[config.mk]
export PLATFORM = sky130hd
export DESIGN_NAME = clock_control
export DESIGN_NICKNAME = d
export VERILOG_FILES = /design/src/rtl/clock_control.sv
export SDC_FILE = /design/constraint.sdc
export NUM_CORES = 1
export LEC_CHECK = 0
export CORE_MARGIN = 3
export CORE_UTILIZATION = 47
export CTS_CLUSTER_DIAMETER = 40
export DETAILED_ROUTE_END_ITERATION = 10
export PLACE_DENSITY = 0.89
export SLEW_MARGIN = 20
export SYNTH_ARGS = -nofsm -noshare
export SYNTH_HDL_FRONTEND = slang
export SYNTH_SLANG_ARGS = --single-unit
[constraint.sdc]
create_clock -name clk -period 3 [get_ports clk]
set_input_delay 0.6 -clock clk [delete_from_list [all_inputs] [get_ports clk]]
set_output_delay 0.6 -clock clk [all_outputs]
set_load 0.02 [all_outputs]
[src/rtl/clock_control.sv]
// clock_control: turns divider ticks into a single-cycle CPU clock enable with
// run, single-step and halt/resume modes. Step-button debounce is enabled by CLKCTL_DEBOUNCE_EN.
module clock_control #(
    parameter int DB_CYCLES = 16,
    parameter int CNT_W     = 8
) (
    input  logic             clk,
    input  logic             rst_n,
    input  logic             tick,
    input  logic             run_mode,
    input  logic             step_btn,
    input  logic             halt,
    input  logic             resume,
    output logic             cpu_ce,
    output logic             cpu_clk,
    output logic             halted,
    output logic [CNT_W-1:0] cycle_cnt
);

    // state     | meaning
    // ST_RUN    | cpu_ce follows tick
    // ST_STEP   | cpu_ce follows accepted button presses
    // ST_HALTED | cpu_ce held low until resume with halt released
    localparam logic [1:0] ST_RUN    = 2'd0;
    localparam logic [1:0] ST_STEP   = 2'd1;
    localparam logic [1:0] ST_HALTED = 2'd2;

    if (DB_CYCLES < 2) begin : g_db_cycles_check
        $error("clock_control: DB_CYCLES must be at least 2");
    end

    logic       sync1_q, sync1_d;
    logic       sync2_q, sync2_d;
    logic       btn_db;
    logic       btn_prev_q, btn_prev_d;
    logic       step_req_q, step_req_d;
    logic       resume_q, resume_d;
    logic       resume_req;
    logic [1:0] state_q, state_d;
    logic       cpu_ce_q, cpu_ce_d;
    logic       cpu_clk_q, cpu_clk_d;
    logic [CNT_W-1:0] cycle_cnt_q, cycle_cnt_d;

    always_comb begin
        sync1_d = step_btn;
        sync2_d = sync1_q;
    end

    always_ff @(posedge clk) begin
        if (!rst_n) begin
            sync1_q <= 1'b0;
            sync2_q <= 1'b0;
        end else begin
            sync1_q <= sync1_d;
            sync2_q <= sync2_d;
        end
    end

`ifdef CLKCTL_DEBOUNCE_EN
    localparam int DB_W = $clog2(DB_CYCLES + 1);

    logic [DB_W-1:0] db_cnt_q, db_cnt_d;
    logic            btn_db_q, btn_db_d;

    // Counter only runs while the synchronised level disagrees; any agreement restarts it.
    always_comb begin
        db_cnt_d = '0;
        btn_db_d = btn_db_q;
        if (sync2_q != btn_db_q) begin
            if (db_cnt_q == DB_W'(DB_CYCLES - 1)) begin
                btn_db_d = sync2_q;
            end else begin
                db_cnt_d = db_cnt_q + 1'b1;
            end
        end
    end

    always_ff @(posedge clk) begin
        if (!rst_n) begin
            db_cnt_q <= '0;
            btn_db_q <= 1'b0;
        end else begin
            db_cnt_q <= db_cnt_d;
            btn_db_q <= btn_db_d;
        end
    end

    assign btn_db = btn_db_q;
`else
    assign btn_db = sync2_q;
`endif

    always_comb begin
        btn_prev_d = btn_db;
        step_req_d = btn_db & ~btn_prev_q;
        resume_d   = resume;
        resume_req = resume & ~resume_q;
    end

    always_ff @(posedge clk) begin
        if (!rst_n) begin
            btn_prev_q <= 1'b0;
            step_req_q <= 1'b0;
            resume_q   <= 1'b0;
        end else begin
            btn_prev_q <= btn_prev_d;
            step_req_q <= step_req_d;
            resume_q   <= resume_d;
        end
    end

    // halt overrides everything, including a tick or step request in the same cycle.
    always_comb begin
        state_d  = state_q;
        cpu_ce_d = 1'b0;
        if (halt) begin
            state_d = ST_HALTED;
        end else begin
            case (state_q)
                ST_RUN: begin
                    cpu_ce_d = tick;
                    state_d  = run_mode ? ST_RUN : ST_STEP;
                end
                ST_STEP: begin
                    cpu_ce_d = step_req_q;
                    state_d  = run_mode ? ST_RUN : ST_STEP;
                end
                ST_HALTED: begin
                    if (resume_req) begin
                        state_d = run_mode ? ST_RUN : ST_STEP;
                    end
                end
                default: begin
                    state_d = ST_RUN;
                end
            endcase
        end
    end

    always_comb begin
        cpu_clk_d   = cpu_clk_q ^ cpu_ce_d;
        cycle_cnt_d = cycle_cnt_q + {{(CNT_W-1){1'b0}}, cpu_ce_d};
    end

    always_ff @(posedge clk) begin
        if (!rst_n) begin
            state_q     <= ST_RUN;
            cpu_ce_q    <= 1'b0;
            cpu_clk_q   <= 1'b0;
            cycle_cnt_q <= '0;
        end else begin
            state_q     <= state_d;
            cpu_ce_q    <= cpu_ce_d;
            cpu_clk_q   <= cpu_clk_d;
            cycle_cnt_q <= cycle_cnt_d;
        end
    end

    assign cpu_ce    = cpu_ce_q;
    assign cpu_clk   = cpu_clk_q;
    assign halted    = (state_q == ST_HALTED);
    assign cycle_cnt = cycle_cnt_q;

endmodule

=== Word-level counts from Yosys, hierarchy flattened ===
Cells that the tools add are included.

* Register bits after elaboration: 17
* Latch bits: 0
* Bits in writable memories: 0
* Memory bits (read-only): 0
* Input port bits: 7
* Output and inout port bits: 11
* Word-level logic and storage cells: 30
* Memories: 0

* Add/sub/neg operators: 1
* $mul: 0
* Divide/modulo/power cells: 0
* Magnitude comparators: 0
* Eq/ne operators: 4
* Shifts and indexed selects: 0
* Mux-type cells: 6
* Bitwise operators: 6
* Reduce and logical (&&, ||, !) cells: 3

{| class="wikitable"
|+ Operators by type and width
! kind !! count
|-
| adder 8 x 1 -> 8 bit || 1
|-
| 2-to-1 mux 2 bit || 2
|-
| one-hot mux 2 bit (2 select lines) || 1
|-
| OR reduction 2 bit || 2
|-
| inequality test 3 x 2 -> 1 bit, second input constant || 1
|-
| NOT 1 bit || 3
|-
| bitwise AND 1 bit || 2
|-
| == test 2 x 1 -> 1 bit, second input constant || 1
|-
| == test 2 bit, second input constant || 1
|-
| zero test 2 bit || 1
|-
| 2-to-1 mux 1 bit || 2
|-
| inequality test 2 x 1 -> 1 bit, second input constant || 1
|-
| one-hot mux 1 bit (2 select lines) || 1
|-
| bitwise XOR 1 bit || 1
|}

=== Longest topological paths before layout ===
Gate-level depths: netlist of run 1.

* Depth in word-level cells: 5
* Gate-level depth with buffers: 7
* Mapped depth without buffers: 7

=== Worst setup path after synthesis of run 1 ===
OpenSTA, ideal clock, no wires.

* Path type: input-to-reg
* Start point: in tick
* End point: reg cycle_cnt_q[4], in the netlist cycle_cnt[4]
* Library setup time: 115 ps
* Arrival time: 1728 ps
* Data required time: 2885 ps
* Setup slack: 1157 ps
* Cell stages on the path: 7
* Buffers on the path: 0
* Cell sequence: mux2i_1 -> nor3_1 -> ha_1 -> ha_1 -> nand3_1 -> xnor2_1 -> and2_1

* Longest elaborated chain between the ends: 3

{| class="wikitable"
|+ Ends and longest elaborated chain
! item !! line !! RTL
|-
| start: declaration || 9 || <nowiki>input logic tick,</nowiki>
|-
| one-hot mux 1 bit (2 select lines) || 119 || <nowiki>case (state_q)</nowiki>
|-
| 2-to-1 mux 1 bit || 116 || <nowiki>if (halt) begin</nowiki>
|-
| via cpu_ce_d || 40 || <nowiki>logic cpu_ce_q, cpu_ce_d;</nowiki>
|-
| adder 8 x 1 -> 8 bit || 142 || <nowiki>cycle_cnt_d = cycle_cnt_q + {{(CNT_W-1){1'b0}}, cpu_ce_d};</nowiki>
|-
| end signal: assignment || 155 || <nowiki>cycle_cnt_q <= cycle_cnt_d;</nowiki>
|-
| end: declaration || 42 || <nowiki>logic [CNT_W-1:0] cycle_cnt_q, cycle_cnt_d;</nowiki>
|}

The timed path passes the listed nets, and every way through them passes these cells.
A chain may end at the register's enable or synchronous reset.

=== Worst setup path after layout of run 1 ===
Ends and elaborated chain as after synthesis.

==> results of run 1 <==
[layout make-up]
class | count | share of cell area [%]
flip-flops and latches | 17 | 40.1
multi-input cells | 44 | 34.5
repair buffers | 17 | 20.1
clock buffers | 3 | 2.65
well taps | 14 | 2.06
clock inverters | 1 | 0.590
[per-stage QoR]
step	hold WS (ns)	utilization (%)	std cells
floorplan	0.367	-	63
global placement	0.374	69.2	92
detailed placement	0.375	69.2	92
CTS	0.389	71.5	96
global route	0.402	71.5	96
finish	0.386	71.5	96
[metal layers]
metal	part of all wire (%)	vias up	GRT usage (%)
met5	0	-	0
met4	1.4	0	7.45
met3	3.9	4	3.81
met2	51	16	23.1
met1	44	231	19.6
li1	-	248	-
[report_power, final]
part	internal, mW	total [mW]	switching [mW]
logic	0.0207	0.0365	0.0159
registers	0.233	0.236	0.00358
clock network	0.0496	0.122	0.0724
total	0.303	0.395	0.0918
[worst max-delay path, stage by stage]
cell	delay [ns]
clkdlybuf4s50_1	0.47
mux2i_1	0.07
nor3_1	0.33
ha_1	0.30
ha_1	0.24
nand3_1	0.11
xnor2_1	0.13
and2_1	0.15
[sequential cells by signal (all words and copies together), names as in the netlist]
signal,flops
cycle_cnt,8
state_q,2
sync1_q,1
cpu_ce,1
btn_prev_q,1
step_req_q,1
resume_q,1
cpu_clk,1
btn_db,1
[final timing paths]
| kind | from | endpoint | slack [ns] |
|---|---|---|---|
| max | tick | cycle_cnt[4] | 0.79 |
| min | btn_prev_q | step_req_q | 0.39 |
| max reg2reg | state_q[0] | cycle_cnt[4] | 1.17 |
| min reg2reg | btn_prev_q | step_req_q | 0.39 |
[cells in the final DEF (no fill, tap or decap)]
master / netlist / final
clkbuf_4: 0 / 3
xor2_1: 1 / 1
nand2_1: 3 / 3
and2b_1: 1 / 1
nand4_1: 1 / 1
clkinv_2: 0 / 1
xnor2_1: 2 / 2
clkdlybuf4s50_1: 0 / 17
and2_1: 10 / 10
a21boi_1: 1 / 1
and3_1: 1 / 1
or3_1: 1 / 1
nor2_1: 1 / 1
and3_2: 1 / 1
o21ai_0: 2 / 2
nor3_1: 1 / 1
ha_1: 2 / 2
nand2b_1: 4 / 4
nor2b_1: 2 / 2
a21oi_1: 1 / 1
mux2i_1: 4 / 4
nand3_1: 5 / 5
dfxtp_1: 17 / 17
[cell families (layout without fill, tap and decap cells)]
kind of cell | count (synthesis) | count (layout)
flip-flops | 17 | 17
multiplexers | 4 | 4
buffers and inverters | 2 | 21
XOR/XNOR | 3 | 3
AO/OA/AOI/OAI | 4 | 4
adder cells (fa/ha/maj) | 2 | 2
AND/OR/NAND/NOR | 31 | 31
==> flow_summary.yaml, run 1 <==
detailed_routing:
  remaining_drc_errors: 0
  wl_per_cell_um: 13.0
  drtPass1Iterations: 5
  ant_nets: 0
  routed_wl_mm: 1.24
  viasPerCell: 5.20
  vias: 499
  dr.first_iter.drc_count: 24
global_routing:
  overflow: 0
  grt_pass1_wl_mm: 2.04
  grt_max_degree: 20
  grt_use_total_pct: 15.2
  first_global_vias: 447
  antenna_found_initial: 0
sta:
  finalCriticalPeriod_ns: 2.21
  setup-tns-final_ns: 0
  fmax_ghz: 0.452
  relSlewSlack_pct: 66.2
  setup_ws_ns: 0.789
  setup_viol: 0
  final-hold-violation-count: 0
  min_period_over_period_pct: 73.7
  drv_slew: 0
  tightest_slew_ns: 0.506
  final.setup_skew_ns: 0.000546
  rsz0062_at_grt: "false"
setup_path:
  crit_type: "input port to flop"
  critPathLaunchType: "input port"
  cp_max_fo: 4
  r2r_cells: 7
  end_kind: "flop"
  required_ns: 3.19
  cp.arrival_ns: 2.40
logic_synthesis:
  synthesis.area_um2: 641
  ys_top_cells_by_area: "dfxtp_1, and2_1, mux2i_1"
  synth.distinct_cells: 21
  synthArstFlopShare_pct: 0
  synth.net_count: 72
  post-synth-top-area-fraction_pct: 53.1
  post-synth-top-count-cell: "dfxtp_1"
  synth_top_cell_by_area: "dfxtp_1"
  synth-simple-area-share_pct: 27.9
  synth_compound_area_share_pct: 3.52
  synth_top_family_by_area: "simple AND/OR/NAND/NOR gates"
  synth_fa_ha_area_share_pct: 3.91
  synthFlopType: "dfxtp_1"
  synthMuxAreaShare_pct: 6.25
  yosysSeqAreaShare_pct: 53.1
  postSynthAreaPerCell_um2: 10.2
  synthCells: 63
  synth_edf_count: 0
  synthXorXnorAreaFrac_pct: 4.10
  synth_common_cells: "dfxtp_1, and2_1, nand3_1"
  ys_warn_count: 0
  synth-seq-cells: 17
run_status:
  run_status: "complete, no violations"
place:
  gp_congestion: 0.741
  hpwl_um: 922
  dpl_cell_area_um2: 821
  port_buffers: 17
  post-place-ws_ns: 0.510
die:
  start_util_pct: 54.0
  dieArea_mm2: 0.00184
  fp.dieH_um: 42.9
  core_mm2: 0.00119
  rows: 12
  dieWidth_um: 42.9
  ios: 18
cells_and_area:
  antenna_cells: 0
  drive_gt1_share_pct: 6.10
  final_area_um2: 848
  multiInputGateArea_um2: 293
  nFillCells: 97
  regArea_um2: 340
  syn2layout_area_growth_pct: 32.4
  nNetsFinal: 92
worst_hold_path:
  hold_class: "flop to flop"
  min_path_cells: 1
cts:
  cts_tree: "done"
  postCtsSetupBuffers: 0
  cts_root_buf: "clkbuf_4"
  post_cts_resized: 0
  clock_path_buffers: 2
  hold_buffers: 0
  cts_buffers: 3
  clk_pin_slew_ns: 0.10
  cts_num_sinks: 17
  clk_latency_ns: 0.29
  cts-htree-levels: 1
power:
  vdd_drop_max_mv: 0.261
  power_mw: 0.395
  leakagePower_nw: 0.356
  p_per_area_mw_per_mm2: 465
job:
  drv_cap: 0
Power figures use the tool's default switching activity.
==> inputs of run 2 (changes only) <==
--- a/config.mk
+++ b/config.mk
@@ -6,10 +6,10 @@
 export NUM_CORES = 1
 export LEC_CHECK = 0
 export CORE_MARGIN = 3
-export CORE_UTILIZATION = 47
+export CORE_UTILIZATION = 40
 export CTS_CLUSTER_DIAMETER = 40
 export DETAILED_ROUTE_END_ITERATION = 10
-export PLACE_DENSITY = 0.89
+export PLACE_DENSITY = 0.81
 export SLEW_MARGIN = 20
 export SYNTH_ARGS = -nofsm -noshare
 export SYNTH_HDL_FRONTEND = slang
==> constraint.sdc (replaced) <==
create_clock -name clk -period 2 [get_ports clk]
set_input_delay 0.4 -clock clk [delete_from_list [all_inputs] [get_ports clk]]
set_output_delay 0.4 -clock clk [all_outputs]
set_load 0.02 [all_outputs]
==> run 2 against run 1 <==
Against the previous run:
- worst setup slack got worse by 0.62 ns
- clock-buffer cell count rose by 1
- combinational power rose by 63%
- die area rose by 15%
- worst hold slack improved by 0.0086 ns
- final cell count rose by 6.3%
- clock power rose by 48%
==> flow_summary.yaml, run 2 (same netlist as run 1, synthesis figures left out) <==
run_status:
  run_status: "complete, no violations"
setup_path:
  required_ns: 1.60
  critPathLaunchType: "flop"
  cp.arrival_ns: 1.43
  crit_type: "flop to output port"
  cp_max_fo: 3
  end_kind: "output port"
cts:
  post_cts_resized: 0
  cts_num_sinks: 17
  cts_buffers: 3
  cts_root_buf: "clkbuf_4"
  cts_tree: "done"
  clock_path_buffers: 2
  clk_latency_ns: 0.28
  hold_buffers: 0
  clk_pin_slew_ns: 0.10
  postCtsSetupBuffers: 0
  cts-htree-levels: 1
power:
  p_per_area_mw_per_mm2: 670
  leakagePower_nw: 0.379
  switching_power_mw: 0.132
  clkPwrFrac_pct: 30.3
  sequentialPowerShare_pct: 59.7
  vdd_drop_max_mv: 0.446
  combinationalPowerShare_pct: 10.0
  power_mw: 0.594
  p_sw_share_pct: 22.3
  p_int_mw: 0.461
die:
  core_mm2: 0.00140
  dieArea_mm2: 0.00212
  start_util_pct: 45.8
  fp.dieH_um: 46.0
  dieWidth_um: 46.0
  rows: 13
  ios: 18
cells_and_area:
  stdcell_count: 102
  syn2layout_area_growth_pct: 38.3
  largest_reg_flops: 8
  antenna_cells: 0
  nNetsFinal: 97
  final_area_um2: 886
  utilization_pct: 63.3
  final_cell_mix: "dfxtp_1, clkdlybuf4s50_1, and2_1"
  drive_gt1_share_pct: 10.3
  nFillCells: 124
sta:
  holdWs_ns: 0.395
  min_period_over_period_pct: 91.4
  drv_slew: 0
  setup_viol: 0
  setup-tns-final_ns: 0
  relSlewSlack_pct: 81.5
  tightest_slew_ns: 0.277
  fmax_ghz: 0.547
  finalCriticalPeriod_ns: 1.83
  final-hold-violation-count: 0
  setup_ws_ns: 0.172
  rsz0062_at_grt: "false"
  final.setup_skew_ns: 0.00194
detailed_routing:
  ant_nets: 0
  dr.first_iter.drc_count: 2
  routed_wl_mm: 1.18
  remaining_drc_errors: 0
  drtPass1Iterations: 2
  vias: 487
  wl_per_cell_um: 11.5
  viasPerCell: 4.77
global_routing:
  grt_max_degree: 11
  first_global_vias: 476
  grt_pass1_wl_mm: 1.98
  grt_use_total_pct: 13.2
  overflow: 0
  antenna_found_initial: 0
place:
  gp_congestion: 0.726
  post-place-ws_ns: -0.0452
  dp_cells: 98
  port_buffers: 17
  hpwl_um: 932
  dpl_cell_area_um2: 860
job:
  drv_cap: 0
worst_hold_path:
  hold_class: "flop to flop"
## run 2: cell types whose count changed in the layout (fill, tap and decap cells not counted), sizes merged
cell    change
buf         +5
clkbuf      +1
clkinv      -1
## run 2: final cells by class
type	count	area (um^2)	share of cell area [%]
multi-input cells	44	293	33.1
flip-flops and latches	17	340	38.4
repair buffers	22	208	23.4
well taps	15	18.8	2.12
clock buffers	4	26.3	2.97
## run 2: final timing paths
check                 endpoint        from  slack, ns  depth (start not counted)
hold / removal      step_req_q  btn_prev_q       0.39                          1
hold reg to reg     step_req_q  btn_prev_q       0.39                          1
setup reg to reg  cycle_cnt[2]  state_q[0]       0.38                          7
setup / recovery        halted  state_q[0]       0.17                          2
## run 2: worst max-delay path, stage by stage (launching register included)
cell and delay, ns:
dfxtp_1 0.35, and2b_1 0.21, clkdlybuf4s50_1 0.60
## run 2: power by group through the flow
stage / logic, mW / clock network (mW) / registers (mW)
floorplan: 0.0226 / 0 / 0.367
global placement: 0.0589 / 0 / 0.362
detailed placement: 0.0599 / 0 / 0.362
CTS: 0.0603 / 0.184 / 0.355
global route: 0.0664 / 0.197 / 0.356
finish: 0.0594 / 0.180 / 0.355
## run 2: layer usage
layer  track usage [%]  routed length [um]  up-vias
met2              22.5                 589        7
li1                  -                   -      258
met4              5.11                  11        0
met1              16.0                 544      220
met3              2.37                  30        2
met5                 0                   0        -
==> inputs of run 3 (changes only) <==
--- a/config.mk
+++ b/config.mk
@@ -9,6 +9,7 @@
 export CORE_UTILIZATION = 40
 export CTS_CLUSTER_DIAMETER = 40
 export DETAILED_ROUTE_END_ITERATION = 10
+export HOLD_SLACK_MARGIN = 0.08
 export PLACE_DENSITY = 0.81
 export SLEW_MARGIN = 20
 export SYNTH_ARGS = -nofsm -noshare
==> results of run 3 <==
Final layout, timing and power as in run 2 (identical DEF).
